===== src/rtl/dwt_pkg.sv =====
// Shared constants, width helpers and FSM encoding for the two-band
// wavelet analysis stage.
package dwt_pkg;

  // Ceiling log2; clog2(1) = 0.
  function automatic int clog2(input int value);
    int r;
    int v;
    r = 0;
    v = value - 1;
    while (v > 0) begin
      r++;
      v = v >> 1;
    end
    return r;
  endfunction

  // Full-precision accumulator width: product width plus growth for TAPS terms.
  function automatic int acc_w(input int data_w, input int coef_w, input int taps);
    return data_w + coef_w + clog2(taps);
  endfunction

  // Tap counter width, never narrower than one bit.
  function automatic int cnt_w(input int taps);
    return (clog2(taps) < 1) ? 1 : clog2(taps);
  endfunction

  // Daubechies-4 in Q8, tap k at [k*16 +: 16], tap 0 in the LSBs.
  // Lowpass taps 0..3: 124, 214, 57, -33
  localparam logic [63:0] D4_LO_Q8 = {16'hFFDF, 16'h0039, 16'h00D6, 16'h007C};
  // Highpass taps 0..3: -33, -57, 214, -124
  localparam logic [63:0] D4_HI_Q8 = {16'hFF84, 16'h00D6, 16'hFFC7, 16'hFFDF};

  // Valid/ready on both ports: a beat moves on a rising edge where both
  // valid and ready are high; valid never drops and data never changes
  // until that beat has moved.
  typedef enum logic [1:0] {
    ST_IDLE = 2'd0,
    ST_MAC  = 2'd1,
    ST_HOLD = 2'd2
  } state_e;

endpackage


===== src/rtl/dwt_mac_lane.sv =====
// One band of the analysis stage: a single multiplier stepped over the taps,
// a full-precision accumulator, then round-half-up and saturation.
module dwt_mac_lane
  import dwt_pkg::*;
#(
  parameter int DATA_W = 16,
  parameter int COEF_W = 16,
  parameter int TAPS   = 4,
  parameter int FRAC   = 8,
  parameter int OUT_W  = 20,
  parameter logic [TAPS*COEF_W-1:0] COEFS = D4_LO_Q8,
  parameter int CNT_W  = cnt_w(TAPS)
) (
  input  logic                     clk,
  input  logic                     rst_n,
  input  logic                     clr_i,
  input  logic                     step_i,
  input  logic [CNT_W-1:0]         tap_i,
  input  logic signed [DATA_W-1:0] sample_i,
  output logic signed [OUT_W-1:0]  res_o,
  output logic                     sat_o
);

  localparam int ACC_W  = acc_w(DATA_W, COEF_W, TAPS);
  localparam int PROD_W = DATA_W + COEF_W;
  localparam logic signed [ACC_W:0] HALF  = (ACC_W + 1)'(1) << (FRAC - 1);
  localparam logic signed [ACC_W:0] MAX_V = (ACC_W + 1)'((64'sd1 <<< (OUT_W - 1)) - 64'sd1);
  localparam logic signed [ACC_W:0] MIN_V = ~MAX_V;

  logic signed [COEF_W-1:0] coef_tab [TAPS];
  logic signed [COEF_W-1:0] coef;
  logic signed [PROD_W-1:0] prod;
  logic signed [ACC_W-1:0]  acc_q;
  logic signed [ACC_W-1:0]  acc_d;
  logic signed [ACC_W:0]    rnd;
  logic signed [ACC_W:0]    shifted;
  logic                     clip_hi;
  logic                     clip_lo;

  for (genvar k = 0; k < TAPS; k++) begin : g_coef
    assign coef_tab[k] = COEFS[k*COEF_W +: COEF_W];
  end

  assign coef  = coef_tab[tap_i];
  assign prod  = sample_i * coef;
  // Running sum including the current tap, so the final result is ready on the last step.
  assign acc_d = acc_q + {{(ACC_W - PROD_W){prod[PROD_W-1]}}, prod};

  // Round half up in one extra bit of headroom, then clip to the output range.
  always_comb begin
    rnd     = {acc_d[ACC_W-1], acc_d} + HALF;
    shifted = rnd >>> FRAC;
    clip_hi = (shifted > MAX_V);
    clip_lo = (shifted < MIN_V);
    if (clip_hi) begin
      res_o = MAX_V[OUT_W-1:0];
    end else if (clip_lo) begin
      res_o = MIN_V[OUT_W-1:0];
    end else begin
      res_o = shifted[OUT_W-1:0];
    end
    sat_o = clip_hi | clip_lo;
  end

  // Accumulator: cleared when a new output starts, one tap added per step.
  always_ff @(posedge clk or negedge rst_n) begin
    if (!rst_n) begin
      acc_q <= '0;
    end else if (clr_i) begin
      acc_q <= '0;
    end else if (step_i) begin
      acc_q <= acc_d;
    end
  end

endmodule


===== src/rtl/dwt_fir_decim.sv =====
// Two-band FIR analysis with decimate-by-2: every second accepted sample
// triggers TAPS multiply-accumulate cycles per band, then the rounded and
// saturated lo/hi pair is held until the consumer takes it.
module dwt_fir_decim
  import dwt_pkg::*;
#(
  parameter int DATA_W = 16,
  parameter int COEF_W = 16,
  parameter int TAPS   = 4,
  parameter int FRAC   = 8,
  parameter int OUT_W  = 20,
  parameter logic [TAPS*COEF_W-1:0] LO_COEFS = D4_LO_Q8,
  parameter logic [TAPS*COEF_W-1:0] HI_COEFS = D4_HI_Q8
) (
  input  logic                     clk,
  input  logic                     rst_n,
  input  logic signed [DATA_W-1:0] in_data,
  input  logic                     in_valid,
  output logic                     in_ready,
  output logic signed [OUT_W-1:0]  out_lo,
  output logic signed [OUT_W-1:0]  out_hi,
  output logic                     out_sat,
  output logic                     out_valid,
  input  logic                     out_ready,
  output state_e                   dbg_state_o
);

  localparam int CNT_W = cnt_w(TAPS);
  localparam logic [CNT_W-1:0] LAST_TAP = CNT_W'(TAPS - 1);

  state_e                   state_q;
  state_e                   state_d;
  logic                     live_q;
  logic                     phase_q;
  logic [CNT_W-1:0]         cnt_q;
  logic signed [DATA_W-1:0] dl_q [TAPS];
  logic signed [OUT_W-1:0]  lo_q;
  logic signed [OUT_W-1:0]  hi_q;
  logic                     sat_q;
  logic                     xfer;
  logic                     start_mac;
  logic                     mac_step;
  logic                     last_tap;
  logic signed [OUT_W-1:0]  lo_res;
  logic signed [OUT_W-1:0]  hi_res;
  logic                     lo_sat;
  logic                     hi_sat;

  assign xfer      = in_valid & in_ready;
  assign start_mac = xfer & phase_q;
  assign last_tap  = (cnt_q == LAST_TAP);

  // State register; live_q keeps in_ready low until the first edge after reset.
  always_ff @(posedge clk or negedge rst_n) begin
    if (!rst_n) begin
      state_q <= ST_IDLE;
      live_q  <= 1'b0;
    end else begin
      state_q <= state_d;
      live_q  <= 1'b1;
    end
  end

  // Next state: odd sample starts the MAC pass, last tap moves to HOLD, handshake returns to IDLE.
  always_comb begin
    state_d = state_q;
    unique case (state_q)
      ST_IDLE: if (start_mac)       state_d = ST_MAC;
      ST_MAC:  if (last_tap)        state_d = ST_HOLD;
      ST_HOLD: if (out_ready)       state_d = ST_IDLE;
      default:                      state_d = ST_IDLE;
    endcase
  end

  // Per-state outputs; in_ready depends only on registered state.
  always_comb begin
    in_ready  = 1'b0;
    out_valid = 1'b0;
    mac_step  = 1'b0;
    unique case (state_q)
      ST_IDLE: in_ready  = live_q;
      ST_MAC:  mac_step  = 1'b1;
      ST_HOLD: out_valid = 1'b1;
      default: ;
    endcase
  end

  // Delay line (tap 0 newest), phase bit and tap counter.
  always_ff @(posedge clk or negedge rst_n) begin
    if (!rst_n) begin
      for (int k = 0; k < TAPS; k++) dl_q[k] <= '0;
      phase_q <= 1'b0;
      cnt_q   <= '0;
    end else begin
      if (xfer) begin
        dl_q[0] <= in_data;
        for (int k = 1; k < TAPS; k++) dl_q[k] <= dl_q[k-1];
        phase_q <= ~phase_q;
      end
      if (start_mac) begin
        cnt_q <= '0;
      end else if (mac_step) begin
        cnt_q <= cnt_q + 1'b1;
      end
    end
  end

  // Output registers load once on the last tap and stay frozen through HOLD.
  always_ff @(posedge clk or negedge rst_n) begin
    if (!rst_n) begin
      lo_q  <= '0;
      hi_q  <= '0;
      sat_q <= 1'b0;
    end else if (mac_step && last_tap) begin
      lo_q  <= lo_res;
      hi_q  <= hi_res;
      sat_q <= lo_sat | hi_sat;
    end
  end

  dwt_mac_lane #(
    .DATA_W(DATA_W), .COEF_W(COEF_W), .TAPS(TAPS), .FRAC(FRAC),
    .OUT_W(OUT_W), .COEFS(LO_COEFS), .CNT_W(CNT_W)
  ) u_lo (
    .clk(clk), .rst_n(rst_n), .clr_i(start_mac), .step_i(mac_step),
    .tap_i(cnt_q), .sample_i(dl_q[cnt_q]), .res_o(lo_res), .sat_o(lo_sat)
  );

  dwt_mac_lane #(
    .DATA_W(DATA_W), .COEF_W(COEF_W), .TAPS(TAPS), .FRAC(FRAC),
    .OUT_W(OUT_W), .COEFS(HI_COEFS), .CNT_W(CNT_W)
  ) u_hi (
    .clk(clk), .rst_n(rst_n), .clr_i(start_mac), .step_i(mac_step),
    .tap_i(cnt_q), .sample_i(dl_q[cnt_q]), .res_o(hi_res), .sat_o(hi_sat)
  );

  assign out_lo      = lo_q;
  assign out_hi      = hi_q;
  assign out_sat     = sat_q;
  assign dbg_state_o = state_q;

endmodule


===== config.mk =====
export PLATFORM = sky130hd
export DESIGN_NAME = dwt_fir_decim
export DESIGN_NICKNAME = d
export VERILOG_FILES = /design/src/rtl/dwt_pkg.sv /design/src/rtl/dwt_mac_lane.sv /design/src/rtl/dwt_fir_decim.sv
export SDC_FILE = /design/constraint.sdc
export NUM_CORES = 1
export LEC_CHECK = 0
export BUFFER_PORTS_ARGS = -buffer_cell sky130_fd_sc_hd__buf_2
export CELL_PAD_IN_SITES_DETAIL_PLACEMENT = 0
export CELL_PAD_IN_SITES_GLOBAL_PLACEMENT = 1
export CORE_ASPECT_RATIO = 1.25
export CORE_MARGIN = 2
export CORE_UTILIZATION = 52
export CTS_CLUSTER_DIAMETER = 40
export CTS_CLUSTER_SIZE = 14
export DETAILED_ROUTE_END_ITERATION = 8
export HOLD_SLACK_MARGIN = 0.03
export PLACE_DENSITY_LB_ADDON = 0.3
export SETUP_SLACK_MARGIN = 0.4
export SYNTH_ARGS = -nofsm -noshare
export SYNTH_HDL_FRONTEND = slang
export SYNTH_SLANG_ARGS = --single-unit
export TNS_END_PERCENT = 30

===== constraint.sdc =====
create_clock -name clk -period 11.9 [get_ports clk]
set_input_delay 0.595 -clock clk [delete_from_list [all_inputs] [get_ports clk]]
set_output_delay 0.595 -clock clk [all_outputs]
set_load 0.1 [all_outputs]

Word-level counts from Yosys, hierarchy flattened
Cells that the tools add are included.
- register bits: 179
- output and inout port bits: 45
- word-level logic and storage cells: 68
- $add $sub $neg: 5
- multipliers: 2
- $lt $le $gt $ge: 5
- equal/unequal tests: 6
- mux-type cells: 26
- bitwise logic cells: 7
- reduce and logical (&&, ||, !) cells: 4
- operator list (cell ; count):
    2-to-1 mux 34 bit ; 4
    binary-select mux 16 bit (select 2 bit) ; 3
    2-to-1 mux 16 bit ; 6
    2-to-1 mux 20 bit ; 4
    adder 34 x 9 -> 35 bit, second input constant ; 2
    adder 34 bit ; 2
    multiplier 16 x 16 -> 32 bit ; 2
    greater-than comparator 27 x 20 -> 1 bit, second input constant ; 2
    < comparator 27 x 20 -> 1 bit, second input constant ; 2
    2-to-1 mux 2 bit ; 5
    inequality test 2 bit, second input constant ; 3
    case mux 2 bit (3 select lines) ; 1
    equality test 2 bit, second input constant ; 2
    >= comparator 3 bit, second input constant ; 1
    2-to-1 mux 1 bit ; 3
    NOT 2 -> 3 bit ; 1
    OR 1 bit ; 3
    AND reduction 3 bit ; 1
    adder 2 x 1 -> 2 bit, second input constant ; 1
    AND 1 bit ; 2
    equality test 2 x 1 -> 1 bit, second input constant ; 1
    logical NOT 2 bit ; 1
    nonzero test 2 bit ; 1
    logical AND 1 bit ; 1
    NOT 1 bit ; 1

Logic depth before layout (Yosys ltp)
Gate-level depths: netlist of run 1.
- word-level depth: 10
- depth in mapped cells: 48

By module
Synthesis of run 1 repeated with hierarchy kept, for this count alone.
- cells, all modules: 3211
- area, all modules: 31086.1 um^2
- modules (own cells, without submodules) (module ; times used ; cells each ; area each (um^2)):
    dwt_mac_lane (u_hi) ; 1 ; 1509 ; 13266.5
    dwt_mac_lane (u_lo) ; 1 ; 1436 ; 13122.6
    dwt_fir_decim ; 1 ; 266 ; 4697.0

Worst setup path before layout of run 1
Ideal clock, no wire load.
- path kind: reg2reg
- from: reg cnt_q[0]
- to: reg lo_q[10] (netlist: out_lo[10])
- setup time: 0.082 ns
- arrival: 10.712 ns
- slack: 1.106 ns
- cell stages (with the launch flop): 43
- period minus slack after synthesis: 10.794 ns
- cell sequence: dfrtp_1 buf_2 mux2i_1 nor2_1 nor2_1 inv_1 nand2_1 inv_1 fa_1 inv_1 fa_1 fa_1 inv_1 fa_1 fa_1 inv_1 fa_1 inv_1 [7 not listed] a21oi_1 xnor2_1 ha_1 buf_2 nand2_1 o21ai_1 nor3_1 a21oi_1 nand3_1 a211oi_1 o2111ai_1 nor4_2 inv_1 or3_1 a41oi_1 nor2_1 buf_2 a31oi_1
- longest elaborated chain between the ends: 10
- RTL lines (what ; RTL line ; text):
    start: declaration ; dwt_fir_decim.sv:35 ; logic [CNT_W-1:0] cnt_q;
    start signal: assignment ; dwt_fir_decim.sv:103 ; cnt_q <= cnt_q + 1'b1;
    NOT 2 -> 3 bit (not written as such) ; dwt_mac_lane.sv:44, dwt_fir_decim.sv:126 ;
    binary-select mux 16 bit (select 2 bit) (on tied branches) ; dwt_fir_decim.sv:126, dwt_mac_lane.sv:44 ;
    2-to-1 mux 16 bit (on tied branches) (2 in a row) ; dwt_fir_decim.sv:126, dwt_mac_lane.sv:44 ;
    multiplier 16 x 16 -> 32 bit ; dwt_mac_lane.sv:45 ; assign prod = sample_i * coef;
    adder 34 bit ; dwt_mac_lane.sv:47 ; assign acc_d = acc_q + {{(ACC_W - PROD_W){prod[PROD_W-1]}}, prod};
    adder 34 x 9 -> 35 bit ; dwt_mac_lane.sv:51 ; rnd = {acc_d[ACC_W-1], acc_d} + HALF;
    < comparator 27 x 20 -> 1 bit ; dwt_mac_lane.sv:54 ; clip_lo = (shifted < MIN_V);
    2-to-1 mux 20 bit ; dwt_mac_lane.sv:57 ; end else if (clip_lo) begin
    2-to-1 mux 20 bit ; dwt_mac_lane.sv:55 ; if (clip_hi) begin
    end signal: assignment ; dwt_fir_decim.sv:115 ; lo_q <= lo_res;
    end: declaration ; dwt_fir_decim.sv:37 ; logic signed [OUT_W-1:0] lo_q;
Several ways; a longest one is shown, not always the timed one. The select of a mux whose other input is x is not followed.
A chain may end at the register's enable or synchronous reset.

Final worst setup path of run 1
- from: reg cnt_q[0]
- to: reg sat_q (netlist: out_sat)
- longest elaborated chain between the ends: 10
- RTL lines (what ; RTL line ; text):
    NOT 2 -> 3 bit (not written as such) ; dwt_mac_lane.sv:44, dwt_fir_decim.sv:126, dwt_fir_decim.sv:134 ;
    binary-select mux 16 bit (select 2 bit) (on tied branches) ; dwt_fir_decim.sv:126, dwt_fir_decim.sv:134, dwt_mac_lane.sv:44 ;
    2-to-1 mux 16 bit (on tied branches) (2 in a row) ; dwt_fir_decim.sv:126, dwt_fir_decim.sv:134, dwt_mac_lane.sv:44 ;
    multiplier 16 x 16 -> 32 bit ; dwt_mac_lane.sv:45 ;
    adder 34 bit ; dwt_mac_lane.sv:47 ;
    adder 34 x 9 -> 35 bit ; dwt_mac_lane.sv:51 ;
    greater-than comparator 27 x 20 -> 1 bit or < comparator 27 x 20 -> 1 bit (tied branches) ; dwt_mac_lane.sv:53, dwt_mac_lane.sv:54 ;
    OR 1 bit ; dwt_mac_lane.sv:62 ; sat_o = clip_hi | clip_lo;
    OR 1 bit ; dwt_fir_decim.sv:117 ; sat_q <= lo_sat | hi_sat;
    end signal: assignment ; dwt_fir_decim.sv:117 ;
    end: declaration ; dwt_fir_decim.sv:39 ; logic sat_q;
Several ways; a longest one is shown, not always the timed one. The select of a mux whose other input is x is not followed.

==> results of run 1 <==
## how the worst max path moves through the flow
stage / from / endpoint
after floorplan: cnt_q[0] / out_lo[10]
after global placement: cnt_q[0] / out_sat
after detailed placement: cnt_q[0] / out_sat
after CTS: cnt_q[0] / out_sat
after global routing: cnt_q[0] / out_sat
final: cnt_q[0] / out_sat
## layout by cell type, fill, tap and decap left out, types with 16 or more instances in the layout
| master | synthesis | layout |
|---|---|---|
| mux2i_1 | 37 | 37 |
| a21o_1 | 55 | 55 |
| clkbuf_16 | 0 | 17 |
| nand2b_1 | 57 | 57 |
| fa_1 | 449 | 449 |
| nand4_1 | 16 | 16 |
| xor2_1 | 51 | 50 |
| buf_2 | 10 | 63 |
| or3_1 | 20 | 20 |
| o21a_1 | 28 | 28 |
| and2_1 | 28 | 28 |
| ha_1 | 277 | 276 |
| inv_1 | 576 | 575 |
| xnor2_1 | 106 | 103 |
| a21oi_1 | 120 | 118 |
| a31oi_1 | 49 | 49 |
| mux2_2 | 65 | 65 |
| and3_1 | 20 | 20 |
| nor3_1 | 39 | 38 |
| nand3_1 | 47 | 47 |
| o21ai_0 | 95 | 93 |
| nand2_1 | 211 | 210 |
| nor2b_1 | 20 | 19 |
| a22o_1 | 40 | 40 |
| nor2_1 | 214 | 210 |
| dfrtp_1 | 179 | 178 |
| buf_4 | 0 | 124 |
## cell families (layout without fill, tap and decap cells)
group           count (synthesis)  in the layout  synth area share (%)
mux                           102            102                  3.80
compound gates                527            527                  12.2
flops                         179            179                  15.4
xor+xnor                      157            157                  4.74
simple gates                  728            728                  12.1
other cells                     1              1                0.0129
buf+inv                       675            810                  8.80
fa+ha+maj                     726            726                  42.9
## routing by layer
| layer | wire length [um] | vias to the layer above | part of all wire [%] | track usage, % |
|---|---|---|---|---|
| met5 | 0 | - | 0 | 0 |
| met4 | 4410 | 0 | 5.0 | 14.6 |
| met3 | 3530 | 194 | 4.0 | 4.02 |
| met2 | 45800 | 601 | 52 | 57.7 |
| met1 | 34200 | 11300 | 39 | 37.5 |
| li1 | - | 10300 | - | - |
## through the flow
stage	std cells	hold slack, ns	cell area, um^2	setup slack [ns]	TNS (ns)
floorplan	3095	0.299	29000	1.11	0
global placement	3927	0.448	30800	0.0881	0
detailed placement	3927	0.458	30800	-0.00943	-0.00943
CTS	3959	0.144	31500	0.419	0
global route	3965	0.173	31600	0.306	0
finish	3965	0.116	31600	0.734	0
## registers in the layout (all words and copies together), names as in the netlist, 2 cells and up
signal       count
dl_q            64
u_hi.acc_q      34
u_lo.acc_q      34
out_hi          20
out_lo          20
cnt_q            2
dbg_state_o      2
## cell type report
type | instances | area [um^2]
fill | 5099 | 23400
multi-input combinational | 2241 | 22100
clock inverter | 14 | 186
timing repair buffer | 188 | 1260
inverter | 590 | 2230
tap | 735 | 920
clock buffer | 18 | 439
sequential | 179 | 4480
## what timing repair did
item,CTS,global route
pin swaps,0,1
gates resized for setup,9,17
setup buffers,0,6
endpoints found under the setup margin,20,38
==> results.md, run 1 <==
- Post-synth net total: 3841
- Layout cells sized above 1: 10.8%
- Final ANT Viol Nets: 0
- Max-Cap Viols: 0
- Layout Utilization: 57.4%
- CP Launch Type: register
- Tightest Pin Transition: 0.976 ns
- FFs w/ async S/R, synth: 100%
- CTS tree: done
- Top cells by count, synth: inv_1, fa_1, ha_1
- Core ar.: 55000 um^2
- First-pass GRT wire length: 138000 um
- Worst Path Arrival: 11.53 ns
- Final setup fails: 0
- Final min period: 11.17 ns
- Layout area overhead: 8.95%
- Hold buffers post-CTS: 0
- 1st-iter DRT viols: 1382
- Average size of a mapped cell: 9.37 um^2
- Hold Vio Cnt, Final: 0
- R2R setup slack: 0.73 ns
- Top_reg_cell synth: dfrtp_1
- RSZ-0062 raised after global routing: yes
- Slew headroom: 34.9%
- Worst Skew: 0.0161 ns
- Die Ht: 268 um
- Vias post-DR: 22400
- Residual DRC: 0
- Clock transition at path regs: 0.08 ns
- Clk sinks: 179
- CTS root buffer: clkbuf_16
- Sum of buffers and inverters on the critical path: 5
- Pin count of the biggest net entering global routing: 76
- Critical R2R Capture: out_sat
- RR Startpoint: cnt_q[0]
- CP Data Required Time: 12.26 ns
- Ant diodes: 0
- Clk buf depth: 2
- Worst-path maximum fanout: 16
- Delay-heaviest family, CP: adder cells
- Post-synth top area share: 31.0%
- Yosys reg bits: 179
- Starting Density: 52.7%
- Total track usage: 31.7%
- Max frequency: 89.6 MHz
- Synth unique cells: 84
- Number of flops mapped to enable cells by yosys: 0
- Gr ovfl total: 0
- Setup crit end kind: register
- Worst skew pair latency: 0.51 ns
- Initial antenna violation count: 1
- Post-layout nets: 3963
- Die area: 57700 um^2
- Row cnt: 96
- GPL Wtd Cong: 0.993
- Hold Path Class: in -> async
- H-tree Lvls: 4
- Worst path max stage delay: 0.61 ns
- Synth Warn #: 0
- Synth top area cells: fa_1, dfrtp_1, ha_1, inv_1, xnor2_1
- Dominant cell type by area after synthesis: fa_1
- Seq/Total Area, Yosys: 15.4%
- I/O Pins: 65
- WL per Instance: 22.2 um
- Port buffer count: 64
- HPWL after DPL: 74700 um
- Gate Count Post-Synth: 3095
- Vias in the first global route: 24000
- Top-count cell post-synth: inv_1
- Slowest cell on crit path: or4_4
- DR vias/cell: 5.66
- Status: complete, no violations
- Final worst-path cycle share: 93.8%
- Reg2Reg Depth: 36
- Die Wd: 215 um
- Post-synthesis cell area: 29000 um^2
- Crit path kind: reg -> reg
- Num CTS Buffers: 17
- CP Depth: 36
- Most used cell, CP: fa_1
- Max-slew violations: 0
- Final wirelength: 88000 um
- Pre-antenna DRT Iters: 7
Power of run 1 is left out: the tool's default activity adds up to more than one toggle a clock period on the data nets, which glitch-free logic cannot reach.
==> run 2, diff against run 1 <==
PLACE_DENSITY_LB_ADDON = 0.05   (was 0.3)
==> results.md, run 2 (same netlist as run 1, synthesis figures left out) <==
- Final wirelength: 83700 um (-4.9%)
- 1st-iter DRT viols: 1459 (+5.6%)
- Slowest cell on crit path: o311ai_1
- Worst skew pair latency: 0.51 ns (about the same)
- CTS tree: done
- Post-layout nets: 3927 (-0.91%)
- Residual DRC: 0 (unchanged)
- Reg2Reg Depth: 37 (+2.8%)
- H-tree Lvls: 4 (unchanged)
- Post-route cell area: 31300 um^2 (-0.81%)
- Row cnt: 96 (unchanged)
- Initial antenna violation count: 1 (unchanged)
- R2R setup slack: 1.06 ns (+0.33 ns)
- Critical R2R Capture: out_lo[12]
- Max reg flops: 64 (unchanged)
- Core ar.: 55000 um^2 (unchanged)
- Hold Path Class: in -> async
- CP Data Required Time: 12.32 ns (+0.06 ns)
- Crit path kind: reg -> reg
- Vias post-DR: 22000 (-2.0%)
- Pin count of the biggest net entering global routing: 116 (+53%)
- Dpl cell area: 30600 um^2 (-0.80%)
- RR Startpoint: cnt_q[1]
- Die Wd: 215 um (unchanged)
- GPL Wtd Cong: 0.961 (-3.2%)
- RSZ-0062 raised after global routing: no
- First-pass GRT wire length: 135000 um (-2.2%)
- Final setup fails: 0 (unchanged)
- Most common cell after layout, fill and taps aside: inv_1
- Tightest Pin Transition: 0.957 ns (-0.0186 ns)
- Worst path max stage delay: 0.65 ns (+0.04 ns)
- Commonest non-fill, non-tap cells in the layout: inv_1, fa_1, ha_1
- Gr ovfl total: 0 (unchanged)
- Total track usage: 30.6% (-1.2 points)
- Port buffer count: 64 (unchanged)
- Pre-antenna DRT Iters: 5 (-2)
- Hold Vio Cnt, Final: 0 (unchanged)
- Layout area overhead: 8.07%
- Max-Cap Viols: 0 (unchanged)
- I/O Pins: 65 (unchanged)
- Slew headroom: 36.2% (+1.2 points)
- Status: complete, no violations
- Largest reg by FF count: dl_q
- Clock transition at path regs: 0.09 ns (about the same)
- DR vias/cell: 5.59 (-1.1%)
- Worst-path maximum fanout: 21 (+5)
- CP Launch Type: register
- Worst Path Arrival: 11.26 ns (-0.27 ns)
- Ant diodes: 0 (unchanged)
- Num CTS Buffers: 17 (unchanged)
- Die area: 57700 um^2 (unchanged)
- WL per Instance: 21.3 um (-4.0%)
- Biggest regs: dl_q: 64 flops, u_hi.acc_q: 34 flops, u_lo.acc_q: 34 flops
- Final ANT Viol Nets: 0 (unchanged)
- Worst Skew: 0.0229 ns (+0.00681 ns)
- Final min period: 10.84 ns (-0.329 ns)
- CTS root buffer: clkbuf_16
- Max-slew violations: 0 (unchanged)
- Setup crit end kind: register
- Vias in the first global route: 23500 (-2.2%)
- Clk sinks: 179 (unchanged)
- Starting Density: 52.7% (unchanged)
- Max frequency: 92.3 MHz (+3.0%)
- HPWL after DPL: 70800 um (-5.1%)
- Most used cell, CP: fa_1
- Die Ht: 268 um (unchanged)
- Layout cells sized above 1: 9.86% (-0.94 points)
- Final worst-path cycle share: 91.1% (-2.8 points)
- Clk buf depth: 2 (unchanged)
- Setup TNS: 0 ns (unchanged)
[run 2: how the worst max path moves through the flow]
stage,cells past startpoint,from,endpoint
global placement,37,cnt_q[0],out_sat
finish,37,cnt_q[1],out_lo[12]
CTS,37,cnt_q[1],out_sat
detailed placement,37,cnt_q[0],out_sat
global route,37,cnt_q[0],out_lo[12]
floorplan,42,cnt_q[0],out_lo[10]
[run 2: worst max-delay path, delay by kind of cell (launching register included)]
kind / cells / cell delay [ns]
fa+ha+maj: 8 / 3.65
compound gates: 12 / 2.82
simple gates: 9 / 2.37
buf+inv: 7 / 1.27
flops: 1 / 0.40
xor+xnor: 1 / 0.17
[run 2: routing by layer]
layer | track usage [%] | vias up | wire, um
met1 | 39.8 | 11100 | 35200
met4 | 11.0 | 2 | 3010
met3 | 3.54 | 133 | 3340
met2 | 52.9 | 508 | 42100
met5 | 0 | - | 13
li1 | - | 10300 | -
[run 2: layout make-up]
cell class	instances	area, um^2
clock buffer	17	425
timing repair buffer	152	1000
clock inverter	15	206
sequential	179	4480
multi-input combinational	2241	22100
fill	5051	23700
tap	735	920
inverter	590	2220
[run 2: per-stage QoR]
step | hold slack (ns) | std cells | worst slack (ns) | util (%)
after floorplan | 0.299 | 3095 | 1.11 | -
after global placement | 0.466 | 3894 | 0.404 | 55.6
after detailed placement | 0.459 | 3894 | 0.360 | 55.6
after CTS | 0.246 | 3926 | 0.406 | 56.8
after global routing | 0.291 | 3929 | 0.438 | 57.0
final | 0.202 | 3929 | 1.06 | 57.0
[run 2: timing repair]
| action | CTS | global route |
|---|---|---|
| endpoints found under the setup margin | 14 | 39 |
| buffers inserted | 0 | 3 |
| resized for setup | 2 | 23 |
| hold buffers | 0 | 0 |
Power of run 2 is left out for the same reason.
==> run 3, diff against run 2 <==
RECOVER_POWER = 25   (was unset)
==> results.md, run 3 (same netlist as run 1, synthesis figures left out) <==
- Vias in the first global route: 23500 (unchanged)
- CP Data Required Time: 12.32 ns (about the same)
- Clock transition at path regs: 0.09 ns (about the same)
- Max reg flops: 64 (unchanged)
- Status: finished, violations left
- RSZ-0062 raised after global routing: no
- Post-route cell area: 31300 um^2 (about the same)
- Top Usage Layer GRT: met2
- Clk sinks: 179 (unchanged)
- Tightest Pin Transition: 6.33 ns (+5.37 ns)
- Hold slack: 0.279 ns (+0.0772 ns)
- Initial antenna violation count: 1 (unchanged)
- Gr ovfl total: 0 (unchanged)
- Final setup fails: 0 (unchanged)
- Pre-antenna DRT Iters: 5 (unchanged)
- Post-layout nets: 3927 (unchanged)
- DR vias/cell: 5.59 (about the same)
- Final wirelength: 83700 um (about the same)
- Worst path max stage delay: 0.65 ns (about the same)
- Hold buffers post-CTS: 0 (unchanged)
- Residual DRC: 0 (unchanged)
- Die Wd: 215 um (unchanged)
- Port buffer count: 64 (unchanged)
- CTS tree: done
- Worst-path maximum fanout: 21 (unchanged)
- Slew headroom: -322% (-360 points)
- Crit path kind: reg -> reg
- Row cnt: 96 (unchanged)
- Slowest cell on crit path: o311ai_1
- Layout cells sized above 1: 9.83% (-0.031 points)
- Commonest non-fill, non-tap cells in the layout: inv_1, fa_1, ha_1
- Final worst-path cycle share: 91.0% (about the same)
- Grt met2 use: 52.9% (unchanged)
- Hold Path Class: in -> reg
- Die area: 57700 um^2 (unchanged)
- Failing checks: capacitance limit, slew limit
- Hold Vio Cnt, Final: 0 (unchanged)
- Grt met1 use: 39.8% (unchanged)
- Max-Cap Viols: 1 (+1)
- Setup crit end kind: register
- Most used cell, CP: fa_1
- HPWL after DPL: 70800 um (unchanged)
- Worst Skew: 0.0184 ns (-0.00446 ns)
- CTS root buffer: clkbuf_16
- Final ANT Viol Nets: 0 (unchanged)
- Starting Density: 52.7% (unchanged)
- 1st-iter DRT viols: 1459 (unchanged)
- Max-slew violations: 116 (+116)
- Core ar.: 55000 um^2 (unchanged)
- Worst Path Arrival: 11.26 ns (about the same)
- Dpl cell area: 30600 um^2 (unchanged)
- WL per Instance: 21.3 um (about the same)
- Ant diodes: 0 (unchanged)
- Total track usage: 30.6% (unchanged)
- First-pass GRT wire length: 135000 um (unchanged)
- Vias post-DR: 22000 (-0.014%)
- Pin count of the biggest net entering global routing: 116 (unchanged)
- Die Ht: 268 um (unchanged)
- Largest reg by FF count: dl_q
- Sum of buffers and inverters on the critical path: 7 (unchanged)
- Max frequency: 92.3 MHz (about the same)
- Setup TNS: 0 ns (unchanged)
- Biggest regs: dl_q: 64 flops, u_hi.acc_q: 34 flops, u_lo.acc_q: 34 flops
- Met3 Resource Use GR: 3.54% (unchanged)
- H-tree Lvls: 4 (unchanged)
- Worst skew pair latency: 0.51 ns (about the same)
- CP Launch Type: register
- Clk buf depth: 2 (unchanged)
- Most common cell after layout, fill and taps aside: inv_1
- GPL Wtd Cong: 0.961 (unchanged)
- Layout area overhead: 8.03% (about the same)
- Delay-heaviest family, CP: adder cells
- Num CTS Buffers: 17 (unchanged)
- I/O Pins: 65 (unchanged)
- Final min period: 10.83 ns (-0.00165 ns)
-- run 3: final timing paths --
path / startpoint / endpoint / slack, ns / cells after the start
max in group asynchronous: rst_n / cnt_q[0] / 5.08 / 1
max: cnt_q[1] / out_lo[12] / 1.07 / 37
min: out_ready / dbg_state_o[1] / 0.28 / 2
min reg2reg: out_lo[0] / out_lo[0] / 0.48 / 2
min in group asynchronous: rst_n / dl_q[55] / 2.43 / 1
max reg2reg: cnt_q[1] / out_lo[12] / 1.07 / 37
-- run 3: what timing repair did --
action	in CTS	in global routing
buffers inserted	0	3
endpoints found under the setup margin	14	39
pin swaps	0	0
gates resized for setup	2	23
endpoints found under the hold margin	0	0
-- run 3: routing by layer --
metal,up-vias,share of wire (%)
li1,10300,-
met1,11100,42
met2,503,50
met3,135,4.0
met4,2,3.6
met5,-,0.016
-- run 3: worst register-to-register path, delay by kind of cell, from the launching register on --
| family | cells | cell delay (ns) |
|---|---|---|
| buf+inv | 7 | 1.27 |
| flops | 1 | 0.40 |
| xor+xnor | 1 | 0.17 |
| simple gates | 9 | 2.41 |
| compound gates | 12 | 2.83 |
| fa+ha+maj | 8 | 3.65 |
-- run 3: cell type report --
cell class | count | area [um^2]
timing repair buffer | 152 | 992
sequential | 179 | 4480
fill | 5052 | 23700
multi-input combinational | 2241 | 22100
clock buffer | 17 | 425
inverter | 590 | 2220
clock inverter | 15 | 206
tap | 735 | 920
-- run 3: through the flow --
step / worst slack (ns) / std cells / utilization, %
after floorplan: 1.11 / 3095 / -
after global placement: 0.404 / 3894 / 55.6
after detailed placement: 0.360 / 3894 / 55.6
after CTS: 0.406 / 3926 / 56.8
after global routing: 0.438 / 3929 / 57.0
final: 1.07 / 3929 / 57.0
Power of run 3 is left out for the same reason.
